`config.mk`:
```
export PLATFORM = sky130hd
export DESIGN_NAME = score_ascii_encoder
export DESIGN_NICKNAME = d
export VERILOG_FILES = /design/src/rtl/score_ascii_encoder_pkg.sv /design/src/rtl/score_ascii_encoder_bcd_add3.sv /design/src/rtl/score_ascii_encoder.sv
export SDC_FILE = /design/constraint.sdc
export NUM_CORES = 1
export LEC_CHECK = 0
export ABC_CLOCK_PERIOD_IN_PS = 1600
export CAP_MARGIN = 20
export CORE_ASPECT_RATIO = 1.4
export CORE_MARGIN = 2
export CORE_UTILIZATION = 48
export CTS_CLUSTER_DIAMETER = 80
export CTS_CLUSTER_SIZE = 14
export DETAILED_ROUTE_END_ITERATION = 8
export PLACE_DENSITY = 0.74
export SETUP_SLACK_MARGIN = 0.02
export SLEW_MARGIN = 20
export SYNTH_ARGS = -nofsm -noshare
export SYNTH_HDL_FRONTEND = slang
export SYNTH_SLANG_ARGS = --single-unit
```
`constraint.sdc`:
```
create_clock -name clk -period 1.6 [get_ports clk]
set_input_delay 0.32 -clock clk [delete_from_list [all_inputs] [get_ports clk]]
set_output_delay 0.32 -clock clk [all_outputs]
set_load 0.01 [all_outputs]
```
`src/rtl/score_ascii_encoder_pkg.sv`:
```
// Shared definitions for the score-to-ASCII path: character codes, FSM encoding,
// and the packed-score field layout that the score character ROM also decodes.
package score_ascii_encoder_pkg;

    localparam logic [6:0] ASCII_ZERO  = 7'h30;
    localparam logic [6:0] ASCII_SPACE = 7'h20;

    localparam int SCORE_WORD_W = 14;
    localparam int TENS_MSB     = 13;
    localparam int TENS_LSB     = 7;
    localparam int UNITS_MSB    = 6;
    localparam int UNITS_LSB    = 0;

    // Two BCD digits only: the input is clamped below 100 before conversion.
    localparam int BCD_W = 8;

    typedef enum logic [1:0] {
        IDLE  = 2'd0,
        SHIFT = 2'd1,
        DONE  = 2'd2
    } state_e;

    function automatic logic [SCORE_WORD_W-1:0] pack_score(
        input logic [3:0] tens,
        input logic [3:0] units,
        input logic       blank_leading
    );
        logic [6:0] tens_char;
        logic [6:0] units_char;
        tens_char  = (blank_leading && (tens == 4'd0)) ? ASCII_SPACE
                                                       : ASCII_ZERO + {3'b000, tens};
        units_char = ASCII_ZERO + {3'b000, units};
        pack_score = {tens_char, units_char};
    endfunction

endpackage

```
`src/rtl/score_ascii_encoder_bcd_add3.sv`:
```
// Double-dabble nibble correction: digits of 5 or more get +3 before the shift.
// Purely combinational, no handshake.
module bcd_add3 (
    input  logic [3:0] in_i,
    output logic [3:0] out_o
);

    always_comb begin
        out_o = in_i;
        if (in_i >= 4'd5) begin
            out_o = in_i + 4'd3;
        end
    end

endmodule

```
`src/rtl/score_ascii_encoder.sv`:
```
// Iterative binary-to-two-digit-ASCII converter; SCORE_W+1 cycles after the load edge.
// No backpressure: input changes during a conversion are picked up afterwards.
module score_ascii_encoder
    import score_ascii_encoder_pkg::*;
#(
    parameter int SCORE_W       = 7,
    parameter int SCORE_MAX     = 99,
    parameter bit BLANK_LEADING = 1'b0
) (
    input  logic                    clk,
    input  logic                    rst,
    input  logic [SCORE_W-1:0]      score_in,
    output logic [SCORE_WORD_W-1:0] score_out,
    output logic                    busy,
    output logic                    done
);

    localparam int SR_W  = BCD_W + SCORE_W;
    localparam int CNT_W = $clog2(SCORE_W + 1);

    localparam logic [SCORE_W-1:0]      MAX_V      = SCORE_W'(SCORE_MAX);
    localparam logic [CNT_W-1:0]        LAST_SHIFT = CNT_W'(SCORE_W - 1);
    localparam logic [SCORE_WORD_W-1:0] RESET_WORD = pack_score(4'd0, 4'd0, BLANK_LEADING);

    state_e                    state_q, state_d;
    logic [SCORE_W-1:0]        last_q, last_d;
    logic [SR_W-1:0]           sr_q, sr_d;
    logic [CNT_W-1:0]          cnt_q, cnt_d;
    logic [SCORE_WORD_W-1:0]   out_q, out_d;
    logic                      done_q, done_d;

    logic [SCORE_W-1:0]        sat_score;
    logic [3:0]                tens_adj;
    logic [3:0]                units_adj;
    logic [SR_W-1:0]           sr_corrected;

    assign sat_score = (score_in > MAX_V) ? MAX_V : score_in;

    bcd_add3 u_add3_tens (
        .in_i  (sr_q[SR_W-1 -: 4]),
        .out_o (tens_adj)
    );

    bcd_add3 u_add3_units (
        .in_i  (sr_q[SR_W-5 -: 4]),
        .out_o (units_adj)
    );

    assign sr_corrected = {tens_adj, units_adj, sr_q[SCORE_W-1:0]};

    always_ff @(posedge clk or posedge rst) begin
        if (rst) begin
            state_q <= IDLE;
            last_q  <= '0;
            sr_q    <= '0;
            cnt_q   <= '0;
            out_q   <= RESET_WORD;
            done_q  <= 1'b0;
        end else begin
            state_q <= state_d;
            last_q  <= last_d;
            sr_q    <= sr_d;
            cnt_q   <= cnt_d;
            out_q   <= out_d;
            done_q  <= done_d;
        end
    end

    always_comb begin
        state_d = state_q;
        last_d  = last_q;
        sr_d    = sr_q;
        cnt_d   = cnt_q;
        out_d   = out_q;
        done_d  = 1'b0;

        unique case (state_q)
            IDLE: begin
                if (score_in != last_q) begin
                    // last_d keeps the raw value so a clamped input still settles.
                    last_d  = score_in;
                    sr_d    = {{BCD_W{1'b0}}, sat_score};
                    cnt_d   = '0;
                    state_d = SHIFT;
                end
            end
            SHIFT: begin
                sr_d  = sr_corrected << 1;
                cnt_d = cnt_q + 1'b1;
                if (cnt_q == LAST_SHIFT) begin
                    state_d = DONE;
                end
            end
            DONE: begin
                out_d   = pack_score(sr_q[SR_W-1 -: 4], sr_q[SR_W-5 -: 4], BLANK_LEADING);
                done_d  = 1'b1;
                state_d = IDLE;
            end
            default: begin
                state_d = IDLE;
            end
        endcase
    end

    assign score_out = out_q;
    assign busy      = (state_q != IDLE);
    assign done      = done_q;

endmodule

```
After elaboration in Yosys (flattened, before gate mapping):

Index checks and enable logic that the tools add are counted.

* flip-flop bits (word level): 42
* input bits: 9
* output and inout bits: 16
* word-level logic and storage cells: 37

* add/sub/neg operators: 5
* $lt $le $gt $ge: 3
* equal/unequal tests: 6
* muxes and demuxes: 11
* reductions and logical operators: 6

Operators with widths (count)
* case mux 15 bit (2 select lines): 1
* 2-to-1 mux 15 bit: 1
* adder 6 x 4 -> 7 bit (first input constant): 2
* greater-or-equal comparator 4 x 3 -> 1 bit (second input constant): 2
* > comparator 7 bit (second input constant): 1
* 2-to-1 mux 7 bit: 1
* inequality test 7 bit: 1
* 2-to-1 mux 3 bit: 2
* case mux 3 bit (2 select lines): 1
* AND reduction 2 bit: 3
* adder 4 x 2 -> 4 bit (second input constant): 1
* 2-to-1 mux 2 bit: 2
* 2-to-1 mux 4 bit: 1
* inequality test 2 bit (second input constant): 2
* case mux 2 bit (2 select lines): 1
* nonzero test 2 bit: 2
* adder 3 x 1 -> 3 bit (second input constant): 1
* adder 3 x 2 -> 3 bit (second input constant): 1
* equality test 3 bit (second input constant): 1
* equality test 2 x 1 -> 1 bit (second input constant): 1
* equality test 2 bit (second input constant): 1
* logical NOT 2 bit: 1
* 2-to-1 mux 1 bit: 1

Depth between registers and ports, before layout:

Gate-level depths: netlist (run 1).

* word-level depth: 4
* gate-level depth with buffers: 6
* depth with buffers taken out: 6

Cells and area by module:

From an unflattened synthesis (run 1), not the netlist that was laid out.

* cells, all modules: 182
* area, all modules: 1843.0 µm²

By module, submodules not included
* score_ascii_encoder: times used 1, cells an instance 150, area an instance 1640.3 µm², sequential area each 900.9 µm²
* bcd_add3: times used 2, cells an instance 16, area an instance 101.3 µm², sequential area each 0.0 µm²

Worst setup path before layout (run 1):

No wires, ideal clock.

* path kind: flip-flop to flip-flop
* start: register last_q[6]
* end: register sr_q[5]
* setup time: 0.126 ns
* data arrival time: 1.429 ns
* data required time: 1.474 ns
* path slack: 0.045 ns
* cell stages (with the launch flop): 6
* buffers on the path: 1
* clock period less this slack: 1.555 ns
* cell sequence: dfrtp_1 -> xnor2_1 -> nand4_2 -> o21a_1 -> buf_6 -> a221o_1

* cells in the longest elaborated chain, start to end: 3

Ends and longest elaborated chain
* from (decl): RTL line score_ascii_encoder.sv:26 `logic [SCORE_W-1:0] last_q, last_d;`
* from (signal assigned): RTL line score_ascii_encoder.sv:61 `last_q <= last_d;`
* inequality test 7 bit: RTL line score_ascii_encoder.sv:79 `if (score_in != last_q) begin`
* inequality test 2 bit (no line)
* AND reduction 2 bit (no line)
* to (signal assigned): RTL line score_ascii_encoder.sv:62 `sr_q <= sr_d;`
* to (decl): RTL line score_ascii_encoder.sv:27 `logic [SR_W-1:0] sr_q, sr_d;`

No other way between the ends.
A chain may end at the register's enable or synchronous reset.

Worst setup path after layout (run 1):

* start: input port score_in[4]
* end: register sr_q[6]

* cells in the longest elaborated chain, start to end: 4
* elaborated cells between the ends (all ways): 7
* those cells by class: order compare (1); eq/ne (2); mux (3); reduce/logical (1)

Ends and longest elaborated chain
* from (decl): RTL line score_ascii_encoder.sv:12 `input logic [SCORE_W-1:0] score_in,`
* > comparator 7 bit: RTL line score_ascii_encoder.sv:37 `assign sat_score = (score_in > MAX_V) ? MAX_V : score_in;`
* 2-to-1 mux 7 bit: RTL line score_ascii_encoder.sv:37
* 2-to-1 mux 15 bit: RTL line score_ascii_encoder.sv:79
* case mux 15 bit (2 select lines): RTL line score_ascii_encoder.sv:77 `unique case (state_q)`

Several ways; a longest one is shown, not always the timed one. The select of a mux whose other input is x is not followed.

==> results by group, run 1 <==
Final layout
  • Layout cell share with drive strength beyond 1: 31.1%
  • Filler instances: 288
  • Net count reported at finish: approximately 220
  • Final Util: 65.1%
  • ANT cells: 0
  • Most frequent cells in the layout: 35 x dfrtp_1, 26 x buf_4, 20 x nand2_1
  • Area delta synth->final: 31.7%
  • Commonest non-fill, non-tap cell in the layout: dfrtp_1

Job
  • Max-cap violations: 0

Routing
  • DR iter-0 viols: 17
  • Vias/cell: approximately 5.2
  • Post-DR wirelength/cell: 13.5 um
  • First-pass detailed-route iteration total: 4
  • Total number of vias: ~1300
  • DRC violations left: 0
  • Final wirelength: ~3400 um
  • Post-route ant nets: 0

Placed design
  • RePlAce Congestion: between 0.8 and 0.9
  • IO Port Bufs: 18
  • DP Wirelength: ~2600 um

Floorplan
  • Area of the die: roughly 4200 um2
  • Io pins: 25
  • Starting Density: 49.4%
  • Row count: 26
  • Die H: ~76 um
  • Die W: between 50 and 60 um
  • Core area: around 3600 um2

Yosys
  • Number of synthesized flops with an enable pin: 0
  • Share of the synthesized area in the top cell type: 51.0%
  • Avg Cell Area, Syn: 11.0 um2
  • Cell count after synthesis: 160
  • Yosys top cell by area: dfrtp_1
  • Sequential element share of the synthesized area: 51.0%
  • Synth warnings: 0
  • Asr flop ratio synth: 100%
  • Synth unique cells: 36
  • Syn Std Cell Area: 1770 um2
  • Top FF cell, synth: dfrtp_1
  • Seq cells post-synth: 36
  • Synth area leaders: dfrtp_1 51%, mux2_2 8.3%, xnor2_1 4.5%

Timing
  • Final Hold Violating Endpoints: 0
  • Fin crit period: between 1.5 and 2 ns
  • Max Slew Vio Count: 0
  • Fin crit share: between 90 and 100%
  • Endpoints failing setup: 0
  • Setup Skew: 0.00565 ns
  • Top achievable clock speed: between 0.6 and 0.7 GHz
  • RSZ-0062 raised after global routing: no

Clock tree
  • CTS sink cnt: 36
  • TritonCTS clock tree: built
  • H-tree depth: 2
  • Root Driver: clkbuf_8
  • Total CTS buffers: 5
  • Clock network latency to the later pin of the worst-skew pair: around 0.3 ns
  • Cts hold-fix bufs: 0
  • Clock Pin Slew Worst Setup and Hold Paths: about 0.070 ns
  • Worst-case clock buffer depth: 2

Critical path
  • Worst path max stage delay: 0.49 ns
  • Critical Path AT: between 1.5 and 2 ns
  • Startpoint Class: input port
  • CP Max Fanout: 5
  • CP top delay family: compound AO/OA/AOI/OAI gates
  • Worst path slowest cell: clkdlybuf4s50_1
  • Worst Path Required: approximately 1.8 ns
  • Worst Path Class, Setup: in -> reg
  • CP Buf/Inv Count: 1
  • Crit end category: flop
  • CP cell instances: clkdlybuf4s50_1, xnor2_1, nand3_1, o21a_2, a221o_2

Global route
  • Initial antenna violation count: 0
  • First-pass GRT wire length: slightly below 6000 um
  • Largest net degree at the start of global routing: 37
  • Total GRT Usage: a little under a fifth
  • GRT Residual Overflow: 0
  • Number of global-route vias before repair: between 1000 and 1500

Worst hold path
  • Hold WC Path Type: in -> async

Power and ir drop
  • VDD IR max: 1140 uV
  • P_leak: between 1 and 1.5 nW
  • Power Dens Cells: between 1500 and 2000 nW/um2
  • Final Power: about 4.2 mW

Outcome
  • Status: finished, final reports clean
## metrics by stage
stage                     instance area [um2]  setup TNS (ns)  std cells  hold slack, ns  setup WS, ns
final                                    2330               0        251           0.364        0.0630
after global routing                     2330               0        251           0.415        0.0161
after CTS                                2280               0        250           0.372       0.00508
after detailed placement                 2160           -4.96        241           0.470        -0.353
after global placement                   2160           -4.33        241           0.461        -0.294
after floorplan                          1780               0        164           0.450        0.0451
## Yosys cell counts (2+ instances only)
cell,number
nor3_1,2
nand2_1,20
nand2b_1,4
ha_1,6
buf_4,6
a22o_1,3
mux2i_1,2
xnor2_1,9
a31oi_1,2
conb_1,2
nor2_1,7
o211ai_1,3
dfrtp_1,36
o2111ai_1,3
a21oi_1,2
xor2_1,2
nor4b_1,2
and2_1,2
clkbuf_1,3
mux2_2,13
inv_1,9
o21ai_0,8
## final timing paths
kind                                                  to  slack (ns)                      from  depth (start not counted)
worst max-delay path                 sr_q[6]$_DFFE_PP0P_        0.06               score_in[4]                          5
max in group asynchronous         state_q[0]$_DFFE_PP0P_        1.04                       rst                          3
worst max register to register       sr_q[9]$_DFFE_PP0P_        0.10       sr_q[8]$_DFFE_PP0P_                          6
min in group clk                   last_q[1]$_DFFE_PP0P_        0.44               score_in[1]                          3
worst min register to register  score_out[0]$_DFFE_PP0P_        0.48  score_out[0]$_DFFE_PP0P_                          2
worst min-delay path                sr_q[10]$_DFFE_PP0P_        0.36                       rst                          3
## cell type report
type	instances	area, um2	share of cell area (%)
Timing Repair Buffer	47	424	18.2
Clock inverter	2	10.0	0.430
Clock buffer	6	82.6	3.55
Multi-Input combinational cell	108	820	35.2
Sequential cell	36	902	38.7
Tap cell	42	52.6	2.26
Inverter	10	37.5	1.61
## where the power goes
part / switching, mW / internal [mW] / total [mW]
clock network: 0.327 / 0.343 / 0.671
logic: 0.853 / 1.07 / 1.92
registers: 0.293 / 1.30 / 1.59
total: 1.47 / 2.71 / 4.18
## cell families after synthesis
group	Yosys count	synth area share, %
mux	15	9.41
compound gates	30	12.8
simple gates	40	10.8
fa+ha+maj	6	4.25
other cells	2	0.425
xor+xnor	11	5.45
buf+inv	20	5.94
flops	36	51.0
## registers in the layout, summed over array words and instances, names as in the netlist
register	count
last_q	7
done	1
cnt_q	3
score_out	8
state_q	2
sr_q	15
## per-layer routing
layer | global-route usage [%] | vias up | routed length [um]
met5 | 0 | - | 0
met4 | 10.8 | 0 | 85
met3 | 6.11 | 8 | 151
met2 | 34.5 | 34 | 1940
met1 | 17.7 | 632 | 1220
li1 | - | 637 | -
## tightest hold or removal path, cell delays in order
cell and delay, ns:
clkdlybuf4s50_1 0.39, inv_1 0.09, buf_12 0.22
## repair_timing
action                                  CTS  global route
endpoints found under the setup margin    7            18
pin swaps                                 3             6
setup buffers                             1             1
resized for setup                         7            16
Note: power is estimated with default switching activity, not from simulation.
==> inputs of run 2 (changes only) <==
- CORE_MARGIN: 2 -> not set
==> run 2 against run 1 <==
Setup slack improved by 0.021 ns. Sequential power barely moved. Register-to-register slack got worse by 0.02 ns. Global-route usage rose by 2.7 points. Clock-buffer cell count did not move. Cell area rose by 0.32%. Power rose by 3.1%. Largest cell class unchanged.
==> results by group, run 2 (synthesis gave the netlist of run 1 again) <==
Routing
  • Final wirelength: 3570 um (+5.1%)
  • Total number of vias: 1330 (+1.4%)
  • DR iter-0 viols: 21 (+4)
  • DRC violations left: 0 (unchanged)
  • Post-route ant nets: 0 (unchanged)
  • Vias/cell: 5.34 (+2.3%)
  • First-pass detailed-route iteration total: 4 (unchanged)
  • Post-DR wirelength/cell: 14.3 um (+5.9%)

Timing
  • Setup WS post-layout: 0.0845 ns (+0.0214 ns)
  • Fin crit period: 1.52 ns (-0.0214 ns)
  • Setup Skew: 0.00495 ns (-0.000696 ns)
  • Fin crit share: 94.7% (-1.3 points)
  • Endpoints failing setup: 0 (unchanged)
  • Top achievable clock speed: 0.660 GHz (+1.4%)
  • Final Hold Violating Endpoints: 0 (unchanged)
  • Max Slew Vio Count: 0 (unchanged)
  • RSZ-0062 raised after global routing: yes

Placed design
  • Placed Area: 2150 um2 (-0.81%)
  • RePlAce Congestion: 0.825 (-4.9%)
  • Dpl ws: -0.322 ns (+0.0303 ns)
  • DP Wirelength: 2690 um (+3.3%)
  • IO Port Bufs: 18 (unchanged)

Clock tree
  • TritonCTS clock tree: built
  • CTS sink cnt: 36 (unchanged)
  • Worst-case clock buffer depth: 2 (unchanged)
  • Clock Pin Slew Worst Setup and Hold Paths: 0.07 ns (about the same)
  • Total CTS buffers: 5 (unchanged)
  • Clock network latency to the later pin of the worst-skew pair: 0.28 ns (-0.02 ns)
  • Root Driver: clkbuf_8
  • H-tree depth: 2 (unchanged)

Global route
  • GRT Residual Overflow: 0 (unchanged)
  • Initial antenna violation count: 0 (unchanged)
  • First-pass GRT wire length: 6000 um (+3.1%)
  • Total GRT Usage: 21.1% (+2.7 points)
  • Largest net degree at the start of global routing: 37 (unchanged)
  • Number of global-route vias before repair: 1374 (+4.6%)

Final layout
  • ANT cells: 0 (unchanged)
  • Commonest non-fill, non-tap cell in the layout: dfrtp_1
  • Number of flip-flops in the largest register: 15 (unchanged)
  • Layout cell share with drive strength beyond 1: 29.7% (-1.4 points)
  • Fin area: 2340 um2 (+0.32%)
  • Most frequent cells in the layout: 36 x dfrtp_1, 24 x buf_4, 20 x nand2_1
  • Register bank with the most flops: sr_q
  • Net count reported at finish: 223 (unchanged)
  • Area delta synth->final: 32.1%

Power and ir drop
  • Flop pwr share: 36.7% (-1.4 points)
  • Internal: 2.82 mW (+4.3%)
  • VDD IR max: 1140 uV (-0.31%)
  • Clock power share: 17.8% (+1.8 points)
  • P_leak: 1.13 nW (+0.16%)
  • Power Dens Cells: 1850 nW/um2 (+2.8%)
  • Sw frac: 34.5% (-0.74 points)
  • Combinational power share: 45.5% (-0.4 points)
  • NetSw: 1.49 mW (+0.96%)

Outcome
  • Status: finished, final reports clean

Critical path
  • Critical Path AT: 1.74 ns (+0.02 ns)
  • Worst Path Class, Setup: reg -> reg
  • CP Max Fanout: 5 (unchanged)
  • Startpoint Class: flop
  • Worst Path Required: 1.82 ns (+0.04 ns)
  • Crit end category: flop

Floorplan
  • Row count: 25 (-3.8%)
  • Core area: 3440 um2 (-3.8%)
  • Die W: 53.3 um (-3.6%)
  • Die H: 73.8 um (-2.6%)
  • Area of the die: 3930 um2 (-6.2%)
  • Starting Density: 51.4% (+2.0 points)
  • Io pins: 25 (unchanged)

Worst hold path
  • Hold WC Path Type: in -> async

Job
  • Max-cap violations: 0 (unchanged)
[run 2: cell types whose count changed in the layout (fill, tap and decap cells not counted), sizes merged]
cell           change
bufinv             +1
clkbuf             -1
clkdlybuf4s50      -1
clkinv             -2
dlygate4sd2        +2
inv                +1
[run 2: critical path, stage by stage (launching register included)]
cell,delay [ns]
dfrtp_1,0.39
xnor2_1,0.19
nand4_2,0.13
buf_6,0.15
o31ai_4,0.28
buf_6,0.16
a221o_1,0.14
[run 2: worst paths after layout]
path                                           from                       end  slack (ns)  cells after the start
hold reg to reg            score_out[7]$_DFFE_PP0P_  score_out[7]$_DFFE_PP0P_        0.49                      2
max in group asynchronous                       rst     last_q[4]$_DFFE_PP0P_        1.04                      3
hold / removal                                  rst      cnt_q[2]$_DFFE_PP0P_        0.38                      3
setup reg to reg              last_q[2]$_DFFE_PP0P_       sr_q[5]$_DFFE_PP0P_        0.08                      6
min in group clk                        score_in[5]     last_q[5]$_DFFE_PP0P_        0.45                      3
setup / recovery              last_q[2]$_DFFE_PP0P_       sr_q[5]$_DFFE_PP0P_        0.08                      6
[run 2: what timing repair did]
action | in CTS | in global routing
setup buffers | 1 | 3
hold buffers | 0 | 0
resized for setup | 9 | 14
pin swaps | 5 | 13
setup endpoints to repair | 10 | 13
[run 2: power by group through the flow]
stage / Combinational (mW) / Clock, mW / Sequential, mW
floorplan: 1.16 / 0 / 1.55
global route: 2.17 / 0.822 / 1.63
CTS: 1.88 / 0.788 / 1.58
detailed placement: 1.82 / 0 / 1.60
finish: 1.96 / 0.769 / 1.58
global placement: 1.74 / 0 / 1.56
[run 2: final cells by class]
class / count / area [um2]
clock inverter: 2 / 35.0
fill: 277 / 1100
multi-input combinational: 108 / 806
sequential: 36 / 901
tap: 40 / 50.0
clock buffer: 6 / 72.6
inverter: 10 / 37.5
timing repair buffer: 47 / 434
[run 2: layer usage]
metal | routed length [um] | part of all wire, % | up-vias | global-route usage [%]
li1 | - | - | 634 | -
met1 | 1370 | 38 | 662 | 22.4
met2 | 2030 | 57 | 28 | 37.9
met3 | 98 | 2.7 | 6 | 5.18
met4 | 73 | 2.0 | 0 | 9.36
met5 | 0 | 0 | - | 0
[run 2: stage by stage]
stage	power [mW]	hold slack [ns]	utilization (%)	instances	setup TNS, ns
6_report	4.31	0.377	67.9	249	0
5_1_grt	4.62	0.426	67.9	249	-0.00762
4_1_cts	4.25	0.378	66.3	246	0
3_5_place_dp	3.42	0.475	62.4	237	-4.69
3_3_place_gp	3.30	0.464	62.4	237	-3.62
2_1_floorplan	2.71	0.450	-	164	0
==> inputs of run 3 (changes only) <==
- ABC_CLOCK_PERIOD_IN_PS: 1600 -> 1300
- clock period: 1.6 -> 1.3 ns (I/O delays scaled with it)
==> run 3 against run 2 <==
The flow now finishes with violations (setup timing). Maximum frequency is 0.26% higher. Sequential power up 26%. Global-route usage up 2.1 points. Clock-buffer cell count is 2 higher. First-iteration DRC count rose by 38%. Sequential share of layout area fell by 3.9 points. Setup slack worse by 0.30 ns. Cell area rose by 11%. Core utilization is 7.6 points higher. Via count increased by 4.8%. Largest cell class is now multi-input combinational cells. Highest routed layer unchanged.
==> results by group, run 3 (synthesis gave the netlist of run 1 again) <==
Timing
  • Setup TNS Final: -2.72 ns (-2.72 ns)
  • Setup Skew: 0.00668 ns (+0.00173 ns)
  • Fin crit share: 116% (+22 points)
  • Setup WS post-layout: -0.212 ns (-0.296 ns)
  • Final Hold Violating Endpoints: 0 (unchanged)
  • Endpoints failing setup: 20 (+20)
  • Fin crit period: 1.51 ns (-0.00386 ns)
  • Max Slew Vio Count: 0 (unchanged)
  • RSZ-0062 raised after global routing: yes
  • Top achievable clock speed: 0.662 GHz (+0.26%)
  • Minimum hold slack: 0.316 ns (-0.0612 ns)

Placed design
  • RePlAce Congestion: 0.821 (-0.52%)
  • Dpl ws: -0.560 ns (-0.238 ns)
  • DP Wirelength: 2830 um (+5.3%)
  • Cell count after placement: 250 (+5.5%)
  • Placed Area: 2300 um2 (+7.1%)
  • IO Port Bufs: 18 (unchanged)

Global route
  • Largest net degree at the start of global routing: 37 (unchanged)
  • Total GRT Usage: 23.2% (+2.1 points)
  • Number of global-route vias before repair: 1462 (+6.4%)
  • Initial antenna violation count: 0 (unchanged)
  • First-pass GRT wire length: 6380 um (+6.4%)
  • GRT Residual Overflow: 0 (unchanged)

Routing
  • Total number of vias: 1394 (+4.8%)
  • Final wirelength: 4180 um (+17%)
  • DR iter-0 viols: 29 (+38%)
  • Post-route ant nets: 0 (unchanged)
  • Vias/cell: 5.32 (-0.39%)
  • First-pass detailed-route iteration total: 4 (unchanged)
  • DRC violations left: 0 (unchanged)
  • Post-DR wirelength/cell: 16.0 um (+11%)

Final layout
  • Final Util: 75.5% (+7.6 points)
  • Filler instances: 241 (-13%)
  • Layout cell share with drive strength beyond 1: 41.9% (+12 points)
  • Number of flip-flops in the largest register: 15 (unchanged)
  • Fin area: 2600 um2 (+11%)
  • Commonest non-fill, non-tap cell in the layout: dfrtp_1
  • ANT cells: 0 (unchanged)
  • Area delta synth->final: 46.9%
  • Area of the multi-input gates: 973 um2 (+21%)
  • Most frequent cells in the layout: 36 x dfrtp_1, 30 x buf_4, 20 x nand2_1
  • Seq. cell area: 901 um2 (unchanged)
  • Register bank with the most flops: sr_q
  • Finished Layout Cells: 262 (+5.2%)
  • Net count reported at finish: 236 (+5.8%)

Clock tree
  • Worst-case clock buffer depth: 2 (unchanged)
  • Clock Pin Slew Worst Setup and Hold Paths: 0.07 ns (about the same)
  • CTS sink cnt: 36 (unchanged)
  • Root Driver: clkbuf_8
  • TritonCTS clock tree: built
  • Clock network latency to the later pin of the worst-skew pair: 0.29 ns (about the same)
  • Total CTS buffers: 5 (unchanged)
  • H-tree depth: 2 (unchanged)

Critical path
  • Reg2Reg Depth: 6 (unchanged)
  • CP top delay family: flip-flops
  • CP Max Fanout: 5 (unchanged)
  • Reg2Reg Setup Slack: -0.21 ns (-0.30 ns)
  • Worst Path Required: 1.52 ns (-0.30 ns)
  • Worst path max stage delay: 0.42 ns (+0.03 ns)
  • CP Buf/Inv Count: 2 (unchanged)
  • Worst Path Class, Setup: reg -> reg
  • Crit end category: flop
  • Reg2reg start: last_q[3]$_DFFE_PP0P_
  • Worst path slowest cell: dfrtp_1
  • R2R Path End: sr_q[13]$_DFFE_PP0P_
  • CP dominant cell by count: buf_6
  • Critical Path AT: 1.73 ns (about the same)
  • Startpoint Class: flop
  • CP cell instances: xnor2_2, nand4_2, buf_6, o31ai_4, buf_6, a22o_1

Worst hold path
  • Hold WC Path Type: in -> async

Floorplan
  • Row count: 25 (unchanged)
  • Die W: 53.3 um (unchanged)
  • Area of the die: 3930 um2 (unchanged)
  • Die H: 73.8 um (unchanged)
  • Starting Density: 51.4% (unchanged)
  • Core area: 3440 um2 (unchanged)
  • Io pins: 25 (unchanged)

Outcome
  • Status: finished with violations
  • Violated checks: setup timing

Power and ir drop
  • Power Dens Cells: 2310 nW/um2 (+25%)
  • VDD IR max: 1520 uV (+34%)
  • Final Power: 6.01 mW (+39%)
  • P_leak: 1.27 nW (+13%)

Job
  • Max-cap violations: 0 (unchanged)
==> run 3: changes by cell type in the layout (fill, tap and decap cells not counted), sizes merged <==
| cell | before | now |
|---|---|---|
| buf | 29 | 42 |
| bufinv | 1 | 0 |
| clkbuf | 6 | 9 |
| clkdlybuf4s50 | 10 | 1 |
| dlygate4sd2 | 3 | 13 |
| dlymetal6s2s | 5 | 3 |
| inv | 10 | 9 |
==> run 3: how the worst max path moves through the flow <==
| stage | startpoint | endpoint | cells after the start |
|---|---|---|---|
| floorplan | last_q[5]$_DFFE_PP0P_ | sr_q[5]$_DFFE_PP0P_ | 5 |
| global placement | score_in[2] | sr_q[0]$_DFFE_PP0P_ | 7 |
| detailed placement | score_in[1] | sr_q[1]$_DFFE_PP0P_ | 6 |
| CTS | last_q[0]$_DFFE_PP0P_ | sr_q[5]$_DFFE_PP0P_ | 6 |
| global route | last_q[6]$_DFFE_PP0P_ | sr_q[3]$_DFFE_PP0P_ | 6 |
| finish | last_q[3]$_DFFE_PP0P_ | sr_q[13]$_DFFE_PP0P_ | 6 |
==> run 3: power by group <==
part	internal (mW)	switching, mW
sequential	1.60	0.396
clock	0.432	0.389
combinational	1.77	1.42
total	3.80	2.21
==> run 3: layer usage <==
metal  wire [um]  vias up  global-route usage (%)
met5           0        -                       0
met4         126        0                    11.4
met3         141       15                    5.80
met2        2370       38                    43.1
met1        1540      681                    22.7
li1            -      660                       -
==> run 3: area by class of cell <==
type | count | area share, %
multi-input cells | 108 | 37.5
flip-flops and latches | 36 | 34.7
repair buffers | 60 | 21.0
clock buffers | 8 | 3.47
well taps | 40 | 1.93
inverters | 10 | 1.49
==> run 3: timing repair <==
| item | 4_1_cts | 5_1_grt |
|---|---|---|
| setup endpoints to repair | 36 | 22 |
| setup buffers | 1 | 3 |
| resized for setup | 38 | 23 |
| hold buffers | 0 | 0 |
| cloned | 0 | 0 |
| pin swaps | 21 | 13 |
| endpoints found under the hold margin | 0 | 0 |
==> run 3: worst reg2reg max path: cells and delay by family, from the launching register on <==
| kind | cells | cell delay, ns |
|---|---|---|
| AO/OA/AOI/OAI | 2 | 0.37 |
| XOR/XNOR | 1 | 0.19 |
| AND/OR/NAND/NOR | 1 | 0.14 |
| flip-flops | 1 | 0.42 |
| buffers and inverters | 2 | 0.33 |
